<file path="config.mk">
export PLATFORM = sky130hd
export DESIGN_NAME = streebog_block_packer
export DESIGN_NICKNAME = d
export VERILOG_FILES = /design/src/rtl/streebog_pkg.sv /design/src/rtl/streebog_pad_mask.sv /design/src/rtl/streebog_block_packer.sv
export SDC_FILE = /design/constraint.sdc
export NUM_CORES = 1
export LEC_CHECK = 0
export BUFFER_PORTS_ARGS = -buffer_cell sky130_fd_sc_hd__buf_2
export CAP_MARGIN = 5
export CORE_AREA = 2 2 220 222
export DETAILED_ROUTE_END_ITERATION = 8
export DIE_AREA = 0 0 222 224
export PLACE_DENSITY = 0.84
export SLEW_MARGIN = 20
export SYNTH_ARGS = -nofsm -noshare
export SYNTH_HDL_FRONTEND = slang
export SYNTH_SLANG_ARGS = --single-unit
</file>
<file path="constraint.sdc">
create_clock -name clock -period 3.1 [get_ports clock]
set_input_delay 0.465 -clock clock [delete_from_list [all_inputs] [get_ports clock]]
set_output_delay 0.465 -clock clock [all_outputs]
set_load 0.1 [all_outputs]
</file>
<file path="src/rtl/streebog_pkg.sv">
// Shared constants and FSM state type for the Streebog block packer.
package streebog_pkg;

    localparam int WORD_W          = 32;
    localparam int BLOCK_W         = 512;
    localparam int WORDS_PER_BLOCK = 16;
    localparam logic [7:0] PAD_BYTE = 8'h01;

    typedef enum logic [2:0] {
        IDLE,
        INIT,
        FILL,
        UPD,
        PADBLK,
        FIN,
        SETTLE,
        WAIT
    } state_t;

endpackage

</file>
<file path="src/rtl/streebog_pad_mask.sv">
// Last-word byte masking and padding position for the block packer.
// Optional STREEBOG_PACKER_BYTE_SWAP_EN reverses byte order of the incoming word.
module streebog_pad_mask
    import streebog_pkg::*;
(
    input  logic [WORD_W-1:0] word,
    input  logic [1:0]        bytes,
    input  logic [3:0]        idx,
    output logic [WORD_W-1:0] masked_word,
    output logic [6:0]        pad_pos
);

    logic [WORD_W-1:0] ordered;
    logic [2:0]        nbytes;

`ifdef STREEBOG_PACKER_BYTE_SWAP_EN
    assign ordered = {word[7:0], word[15:8], word[23:16], word[31:24]};
`else
    assign ordered = word;
`endif

    // pad_pos is the total byte count n = 4*idx + bytes; 64 means the block is full
    always_comb begin
        nbytes      = (bytes == 2'd0) ? 3'd4 : {1'b0, bytes};
        masked_word = '0;
        for (int b = 0; b < 4; b++) begin
            if (3'(b) < nbytes) begin
                masked_word[8*b +: 8] = ordered[8*b +: 8];
            end
        end
        pad_pos = {1'b0, idx, 2'b00} + {4'b0000, nbytes};
    end

endmodule

</file>
<file path="src/rtl/streebog_block_packer.sv">
// Packs a 32-bit word stream into padded 512-bit Streebog blocks and sequences
// the core's init/update/final commands. Build option: STREEBOG_PACKER_BYTE_SWAP_EN.
module streebog_block_packer
    import streebog_pkg::*;
(
    input  logic               clock,
    input  logic               reset_n,
    input  logic               s_start,
    input  logic               s_short_mode,
    input  logic [WORD_W-1:0]  s_data,
    input  logic               s_valid,
    output logic               s_ready,
    input  logic               s_last,
    input  logic [1:0]         s_bytes,
    output logic [BLOCK_W-1:0] h_block,
    output logic [9:0]         h_block_length,
    output logic               h_init,
    output logic               h_update,
    output logic               h_final,
    output logic               h_short_mode,
    input  logic               h_ready,
    output logic               busy,
    output state_t             dbg_state
);

    // Stream handshake: a word moves on a clock edge where s_valid && s_ready;
    // s_ready depends only on the FSM state, never on s_valid.

    state_t             state, state_next;
    state_t             ret_state, ret_next;
    logic [3:0]         idx;
    logic [BLOCK_W-1:0] block;
    logic [9:0]         length;
    logic               short_mode;
    logic               busy_q;
    logic [WORD_W-1:0]  masked_word;
    logic [6:0]         pad_pos;
    logic               last_full;

    streebog_pad_mask u_pad_mask (
        .word        (s_data),
        .bytes       (s_last ? s_bytes : 2'd0),
        .idx         (idx),
        .masked_word (masked_word),
        .pad_pos     (pad_pos)
    );

    assign last_full      = (pad_pos == 7'd64);
    assign h_block        = block;
    assign h_block_length = length;
    assign h_short_mode   = short_mode;
    assign busy           = busy_q;
    assign dbg_state      = state;

    always_ff @(posedge clock or negedge reset_n) begin
        if (!reset_n) begin
            state     <= IDLE;
            ret_state <= IDLE;
        end else begin
            state     <= state_next;
            ret_state <= ret_next;
        end
    end

    always_comb begin
        state_next = state;
        ret_next   = ret_state;
        s_ready    = 1'b0;
        h_init     = 1'b0;
        h_update   = 1'b0;
        h_final    = 1'b0;
        case (state)
            IDLE: begin
                if (s_start) state_next = INIT;
            end
            INIT: begin
                h_init     = 1'b1;
                ret_next   = FILL;
                state_next = SETTLE;
            end
            FILL: begin
                s_ready = 1'b1;
                if (s_valid) begin
                    if (s_last) begin
                        state_next = UPD;
                        ret_next   = last_full ? PADBLK : FIN;
                    end else if (idx == 4'(WORDS_PER_BLOCK - 1)) begin
                        state_next = UPD;
                        ret_next   = FILL;
                    end
                end
            end
            UPD: begin
                h_update   = 1'b1;
                state_next = SETTLE;
            end
            PADBLK: begin
                h_update   = 1'b1;
                ret_next   = FIN;
                state_next = SETTLE;
            end
            FIN: begin
                h_final    = 1'b1;
                ret_next   = IDLE;
                state_next = SETTLE;
            end
            SETTLE: begin
                state_next = WAIT;
            end
            WAIT: begin
                if (h_ready) state_next = ret_state;
            end
            default: state_next = IDLE;
        endcase
    end

    // Block contents change only in FILL or on leaving WAIT, so they stay
    // stable from an update pulse until the core reports ready.
    always_ff @(posedge clock or negedge reset_n) begin
        if (!reset_n) begin
            block      <= '0;
            length     <= '0;
            idx        <= '0;
            short_mode <= 1'b0;
            busy_q     <= 1'b0;
        end else begin
            case (state)
                IDLE: begin
                    if (s_start) begin
                        short_mode <= s_short_mode;
                        busy_q     <= 1'b1;
                    end
                end
                FILL: begin
                    if (s_valid) begin
                        block[{idx, 5'b00000} +: WORD_W] <= masked_word;
                        if (s_last && !last_full) begin
                            block[{pad_pos[5:0], 3'b000} +: 8] <= PAD_BYTE;
                            length <= {pad_pos, 3'b000};
                        end else begin
                            length <= 10'(BLOCK_W);
                        end
                        idx <= idx + 4'd1;
                    end
                end
                WAIT: begin
                    if (h_ready) begin
                        case (ret_state)
                            FILL: begin
                                block <= '0;
                                idx   <= '0;
                            end
                            PADBLK: begin
                                block  <= BLOCK_W'(1);
                                length <= '0;
                            end
                            IDLE:    busy_q <= 1'b0;
                            default: ;
                        endcase
                    end
                end
                default: ;
            endcase
        end
    end

endmodule

</file>
==> flow_summary.yaml, run 1 <==
run_status:
  status: "finished clean"
floorplanning:
  io_pins: 572
  num_rows: 80
  die_area_um2: 49700
  die_y_um: 224
  die_w_um: 222
  core_area_um2: 47300
  initial_utilization_pct: 50.2
yosys:
  yosysTopAreaCell: "dfrtp_1"
  synth_ff_type: "dfrtp_1"
  avgSynthCellArea_um2: 9.53
  yosysWarningCount: 0
  syn-cell-area_um2: 23700
  synth.most_common_cell: "nand2_1"
  yosysTopAreaCellShare_pct: 56.0
  synth_area_leaders: "dfrtp_1, nand2_1, a21oi_1, nor2_1, o2bb2ai_1"
  synth_cell_types: 88
  synthCells: 2491
  async_flop_share_pct: 100
  ys_seq_area_share_pct: 56.0
  synthTopCellsByCount: "nand2_1, dfrtp_1, a21oi_1"
  synth_edf_count: 0
  synth_seq_cells: 531
cts:
  ctsLongestPathBuffers: 3
  cts.sinks: 531
  clk_latency_ps: 610
  clkTransAtPathRegs_ps: 70
  cts_tree: "built"
  htree_levels: 2
  numCtsBuffers: 53
  cts_root_buf: "clkbuf_16"
routing:
  first_pass_iters: 7
  wirelength_um: 97700
  ant_nets: 0
  drc_errors: 0
  via_per_inst: 6.18
  vias: 23400
  drt-initial-drc-count: 3019
  wire_per_inst_um: 25.8
timing:
  rsz0062_at_grt: "no"
  hold_slack_ps: 95.9
  slew_headroom_pct: 43.1
  drv_slew: 0
  setup_ws_ps: 163
  tns_ps: 0
  fin_crit_ps: 2940
  finalCritPeriodShare_pct: 94.7
  setup_viol_count_final: 0
  tightestPinTransition_ps: 851
  fmax_mhz: 341
  finClkSkew_ps: 19.8
  finalHoldViolCount: 0
layout:
  layout.nets: 3187
  instances_no_fill: 3792
  fillCellCount: 3840
  drive_gt1_share_pct: 29.9
  synthToLayoutAreaGrowth_pct: 26.5
  multiInputGateArea_um2: 9730
  seq_area_um2: 13300
global_routing:
  grt_max_degree: 86
  grt_antenna_before_repair: 6
  grt_pass1_vias: 22700
  grt_pass1_wl_um: 144000
  overflow: 0
  grt_usage_pct: 38.5
setup_path:
  critPathMaxStageDelay_ps: 510
  r2r_start: "dbg_state[0]"
  rr_worst_depth: 8
  rr_endpoint: "h_block[170]"
  worstSetupPathType: "flip-flop to flip-flop"
  crit_path_top_delay_cell: "dfrtp_2"
  endpoint_kind: "flip-flop"
  crit_family: "simple AND/OR/NAND/NOR gates"
  cp.required_ps: 3580
  r2r_setup_slack_ps: 160
  cp_data_arrival_time_ps: 3410
  startpoint: "dbg_state[0]"
  path_buf_inv: 2
  worstSetupStartpointType: "flip-flop"
  crit_chain: "nor2b_1 -> a31oi_2 -> and2_2 -> buf_12 -> nand2_2 -> o31ai_2 -> buf_4 -> a21oi_1"
  crit_fanout: 21
pwr:
  powerDensity_nw_per_um2: 744
  leakage_uw: 0.0153
  ir_drop_mv: 0.681
  p_total_uw: 22300
min_path:
  min_from: "s_short_mode"
  hp-class: "input pin to flip-flop"
  min_path_cells: 2
  holdPathEnd: "h_short_mode"
flow_run:
  drv_cap: 0
placement:
  hpwl_um: 72500
  dpl.cell_count: 3692
  gp_congestion: 0.968
  post-place-ws_ps: -154
  io_buffer_count: 568
[state kept, by name, indices dropped and copies added, names as in the netlist]
register and count:
h_block_length 7, busy 1, ret_state 3, idx 4, h_short_mode 1, h_block 512, dbg_state 3
[power by group]
group | switching [uW] | leakage [uW] | internal (uW)
registers | 341 | 0.00738 | 7290
clock network | 2800 | 0.000844 | 3650
logic | 6380 | 0.00712 | 1880
total | 9520 | 0.0153 | 12800
[metal layers]
layer | wire length [um] | part of all wire, % | global-route usage, % | vias to the layer above
met4 | 5730 | 5.9 | 19.7 | 4
met3 | 11300 | 12 | 10.2 | 348
li1 | - | - | - | 9889
met5 | 25 | 0.026 | 0 | -
met2 | 45000 | 46 | 61.4 | 1759
met1 | 35600 | 36 | 48.6 | 11400
[worst reg2reg max path: stages (launching register included)]
cell and delay, ps:
dfrtp_2 510, nor2b_1 200, a31oi_2 490, and2_2 420, buf_12 220, nand2_2 500
o31ai_2 210, buf_4 190, a21oi_1 60
[stage by stage]
stage,util [%],instance area [um2]
floorplan,-,23900
global placement,59.8,28300
detailed placement,59.8,28300
CTS,63.4,30000
global route,63.5,30000
finish,63.5,30100
[final cells by class]
| type | count | area share (%) |
|---|---|---|
| Antenna cell | 5 | 0.0416 |
| Inverter | 8 | 0.0999 |
| Clock inverter | 11 | 0.312 |
| Clock buffer | 82 | 5.38 |
| Tap cell | 615 | 2.56 |
| Timing Repair Buffer | 749 | 15.0 |
| Sequential cell | 531 | 44.2 |
| Multi-Input combinational cell | 1791 | 32.4 |
[cell usage in the layout (no fill, tap or decap), types with 19 or more instances in the layout]
cell type | Yosys | layout
a31o_2 | 19 | 19
nor2_1 | 286 | 286
dfrtp_1 | 531 | 528
buf_2 | 76 | 567
nor3_1 | 35 | 34
a21o_1 | 19 | 19
a21oi_1 | 331 | 329
a22o_1 | 22 | 22
o21ai_0 | 55 | 54
clkbuf_16 | 0 | 55
o2bb2ai_1 | 78 | 78
nand2b_1 | 25 | 25
a21oi_2 | 24 | 26
o221ai_1 | 36 | 36
buf_12 | 0 | 23
nand3_1 | 54 | 53
buf_4 | 10 | 157
nor2b_1 | 20 | 20
nand2_1 | 569 | 566
[logic make-up (layout without fill, tap and decap cells)]
group / Yosys count / count (layout) / share of synthesized area [%]
buf+inv: 171 / 850 / 3.55
xor+xnor: 9 / 9 / 0.395
simple gates: 1066 / 1066 / 19.1
other cells: 1 / 8 / 0.0158
fa+ha+maj: 12 / 12 / 0.632
compound gates: 700 / 700 / 20.3
flops: 531 / 531 / 56.0
mux: 1 / 1 / 0.0474
[repair_timing]
item / in CTS / in global routing
pin swaps: 0 / 1
endpoints found under the hold margin: 62 / 0
hold buffers: 1 / 0
setup buffers: 0 / 1
setup endpoints to repair: 137 / 34
gates resized for setup: 1 / 2
[worst max path at each step]
stage,to,depth (start not counted),slack [ps]
after detailed placement,h_block[250],12,-150
after global routing,h_block[411],8,70
final,h_block[170],8,160
after floorplan,h_update,4,-120
after global placement,h_block[94],7,-130
after CTS,h_block[493],8,50
Note: power is estimated with default switching activity, not from simulation.
==> inputs of run 2 (changes only) <==
--- a/config.mk
+++ b/config.mk
@@ -7,9 +7,9 @@
 export LEC_CHECK = 0
 export BUFFER_PORTS_ARGS = -buffer_cell sky130_fd_sc_hd__buf_2
 export CAP_MARGIN = 5
-export CORE_AREA = 2 2 220 222
+export CORE_AREA = 2 2 190 266
 export DETAILED_ROUTE_END_ITERATION = 8
-export DIE_AREA = 0 0 222 224
+export DIE_AREA = 0 0 192 268
 export PLACE_DENSITY = 0.84
 export SLEW_MARGIN = 20
 export SYNTH_ARGS = -nofsm -noshare
==> constraint.sdc (replaced) <==
create_clock -name clock -period 2.4 [get_ports clock]
set_input_delay 0.36 -clock clock [delete_from_list [all_inputs] [get_ports clock]]
set_output_delay 0.36 -clock clock [all_outputs]
set_load 0.1 [all_outputs]
==> run 2 against run 1 <==
  * First-iteration DRC count down 26%
  * Design area up 11%
  * Sequential cell count stayed put
  * Combinational power is 55% higher
  * Total power up 36%
  * Sequential power up 29%
  * Largest cell class unchanged
  * Critical path depth is 3 higher
  * Highest routed layer unchanged
  * The flow now finishes with violations (setup timing)
  * Clock-buffer cell count fell by 14
  * Fmax increased by 14%
==> flow_summary.yaml, run 2 (same netlist as run 1, synthesis figures left out) <==
global_routing:
  grt_usage_pct: 36.5
  overflow: 0
  grt_pass1_vias: 23000
  grt_pass1_wl_um: 141000
  grt_antenna_before_repair: 5
  grt_max_degree: 101
pwr:
  leakage_uw: 0.0164
  powerDensity_nw_per_um2: 914
  p_int_uw: 17400
  seq_power_share_pct: 32.3
  swShare_pct: 42.7
  power_frac_clock_pct: 25.7
  p_total_uw: 30400
  ir_drop_mv: 1.07
  p_comb_share_pct: 42.1
  power.switching_uw: 13000
layout:
  largest_reg_flops: 512
  finalInstanceArea_um2: 33300
  drive_gt1_share_pct: 39.5
  mostFrequentLayoutCell: "buf_2"
  final_cell_mix: "buf_2, nand2_1, dfrtp_1"
  synthToLayoutAreaGrowth_pct: 40.2
  instances_no_fill: 3956
  layout.nets: 3329
setup_path:
  critPathMaxStageDelay_ps: 420
  crit_family: "simple AND/OR/NAND/NOR gates"
  worstSetupPathType: "flip-flop to flip-flop"
  rr_worst_depth: 11
  cp.required_ps: 2850
  path_buf_inv: 3
  startpoint: "idx[0]"
  cp_data_arrival_time_ps: 3030
  worstSetupStartpointType: "flip-flop"
  crit_chain: "ha_4 -> ha_4 -> or3b_4 -> a211oi_2 -> buf_4 -> o211ai_4 -> buf_4 -> nor3_4 -> o31ai_4 -> buf_6 -> o2bb2ai_1"
  crit_fanout: 7
  path_depth: 11
  endpoint_kind: "flip-flop"
  crit_path_top_delay_cell: "dfrtp_1"
  r2r_start: "idx[0]"
routing:
  wire_per_inst_um: 24.9
  wirelength_um: 98500
  via_per_inst: 6.09
  drt-initial-drc-count: 2222
  ant_nets: 0
  first_pass_iters: 6
  vias: 24100
  drc_errors: 0
timing:
  rsz0062_at_grt: "yes"
  setup_ws_ps: -181
  fin_crit_ps: 2580
  finClkSkew_ps: 13.2
  slew_headroom_pct: 55.4
  drv_slew: 0
  finalHoldViolCount: 0
  setup_viol_count_final: 346
  fmax_mhz: 387
  hold_slack_ps: 16.9
  tightestPinTransition_ps: 664
  finalCritPeriodShare_pct: 108
run_status:
  status: "finished, violations left"
  violations: "setup timing"
floorplanning:
  die_y_um: 268
  initial_utilization_pct: 48.5
  die_area_um2: 51500
  core_area_um2: 49000
  num_rows: 96
  io_pins: 572
  die_w_um: 192
cts:
  cts_tree: "built"
  cts_root_buf: "clkbuf_16"
  ctsLongestPathBuffers: 3
  cts.sinks: 531
  htree_levels: 2
  clkTransAtPathRegs_ps: 60
  numCtsBuffers: 49
  clk_latency_ps: 580
placement:
  io_buffer_count: 568
  hpwl_um: 71000
  post-place-ws_ps: -702
  gp_congestion: 1.03
  dpl.cell_count: 3845
  dpl-instance-area_um2: 30100
flow_run:
  drv_cap: 0
min_path:
  min_from: "s_short_mode"
  hp-class: "input pin to flip-flop"
  min_path_cells: 2
run 2: changes by cell type in the layout (fill, tap and decap cells not counted), moves of 16 or more:
cell	before	now
nor2_4	1	23
o21ai_0	54	36
o2bb2ai_1	78	52
buf_6	0	19
buf_4	157	229
a31o_4	0	16
a21oi_2	26	79
a21oi_1	329	264
o2bb2ai_2	0	25
nor2_1	286	238
nor2_2	3	29
a31o_2	19	3
buf_12	23	73
run 2: final cells by class:
| cell class | count | area (um2) |
|---|---|---|
| multi-input cells | 1791 | 11200 |
| clock buffers | 68 | 1390 |
| clock inverters | 21 | 184 |
| fillers | 3528 | 15700 |
| flip-flops and latches | 531 | 13300 |
| inverters | 8 | 30.0 |
| well taps | 637 | 797 |
| diodes | 5 | 12.5 |
| repair buffers | 895 | 6340 |
run 2: routing by layer:
metal	wire (um)	global-route usage, %	vias up
met1	34400	43.3	11800
met5	18	0	-
met2	46200	58.6	1654
li1	-	-	10200
met3	8790	7.12	478
met4	9150	28.2	2
run 2: repair_timing:
action,4_1_cts,5_1_grt
gates cloned,1,2
pin swaps,39,36
endpoints found under the hold margin,135,0
resized for setup,138,170
setup endpoints to repair,499,505
hold buffers,1,0
buffers inserted,12,11
run 2: final timing paths:
path,end,slack (ps)
setup / recovery,h_block[487],-180
hold / removal,h_short_mode,20
setup reg to reg,h_block[487],-180
hold reg to reg,h_block[256],470
max in group asynchronous,h_block[420],1370
min in group asynchronous,h_block[130],220
run 2: stage by stage:
step / TNS (ps) / util [%]
5_1_grt: -53090 / 67.9
4_1_cts: -21400 / 66.1
3_5_place_dp: -289040 / 61.5
6_report: -25820 / 67.9
3_3_place_gp: -278480 / 61.5
2_1_floorplan: -291180 / -
run 2: power groups by stage:
stage	logic (uW)	clock network, uW	registers, uW
2_1_floorplan	4460	0	12900
3_3_place_gp	11400	0	9920
3_5_place_dp	11500	0	9940
4_1_cts	12100	7850	9790
5_1_grt	13300	8220	9840
6_report	12800	7800	9820
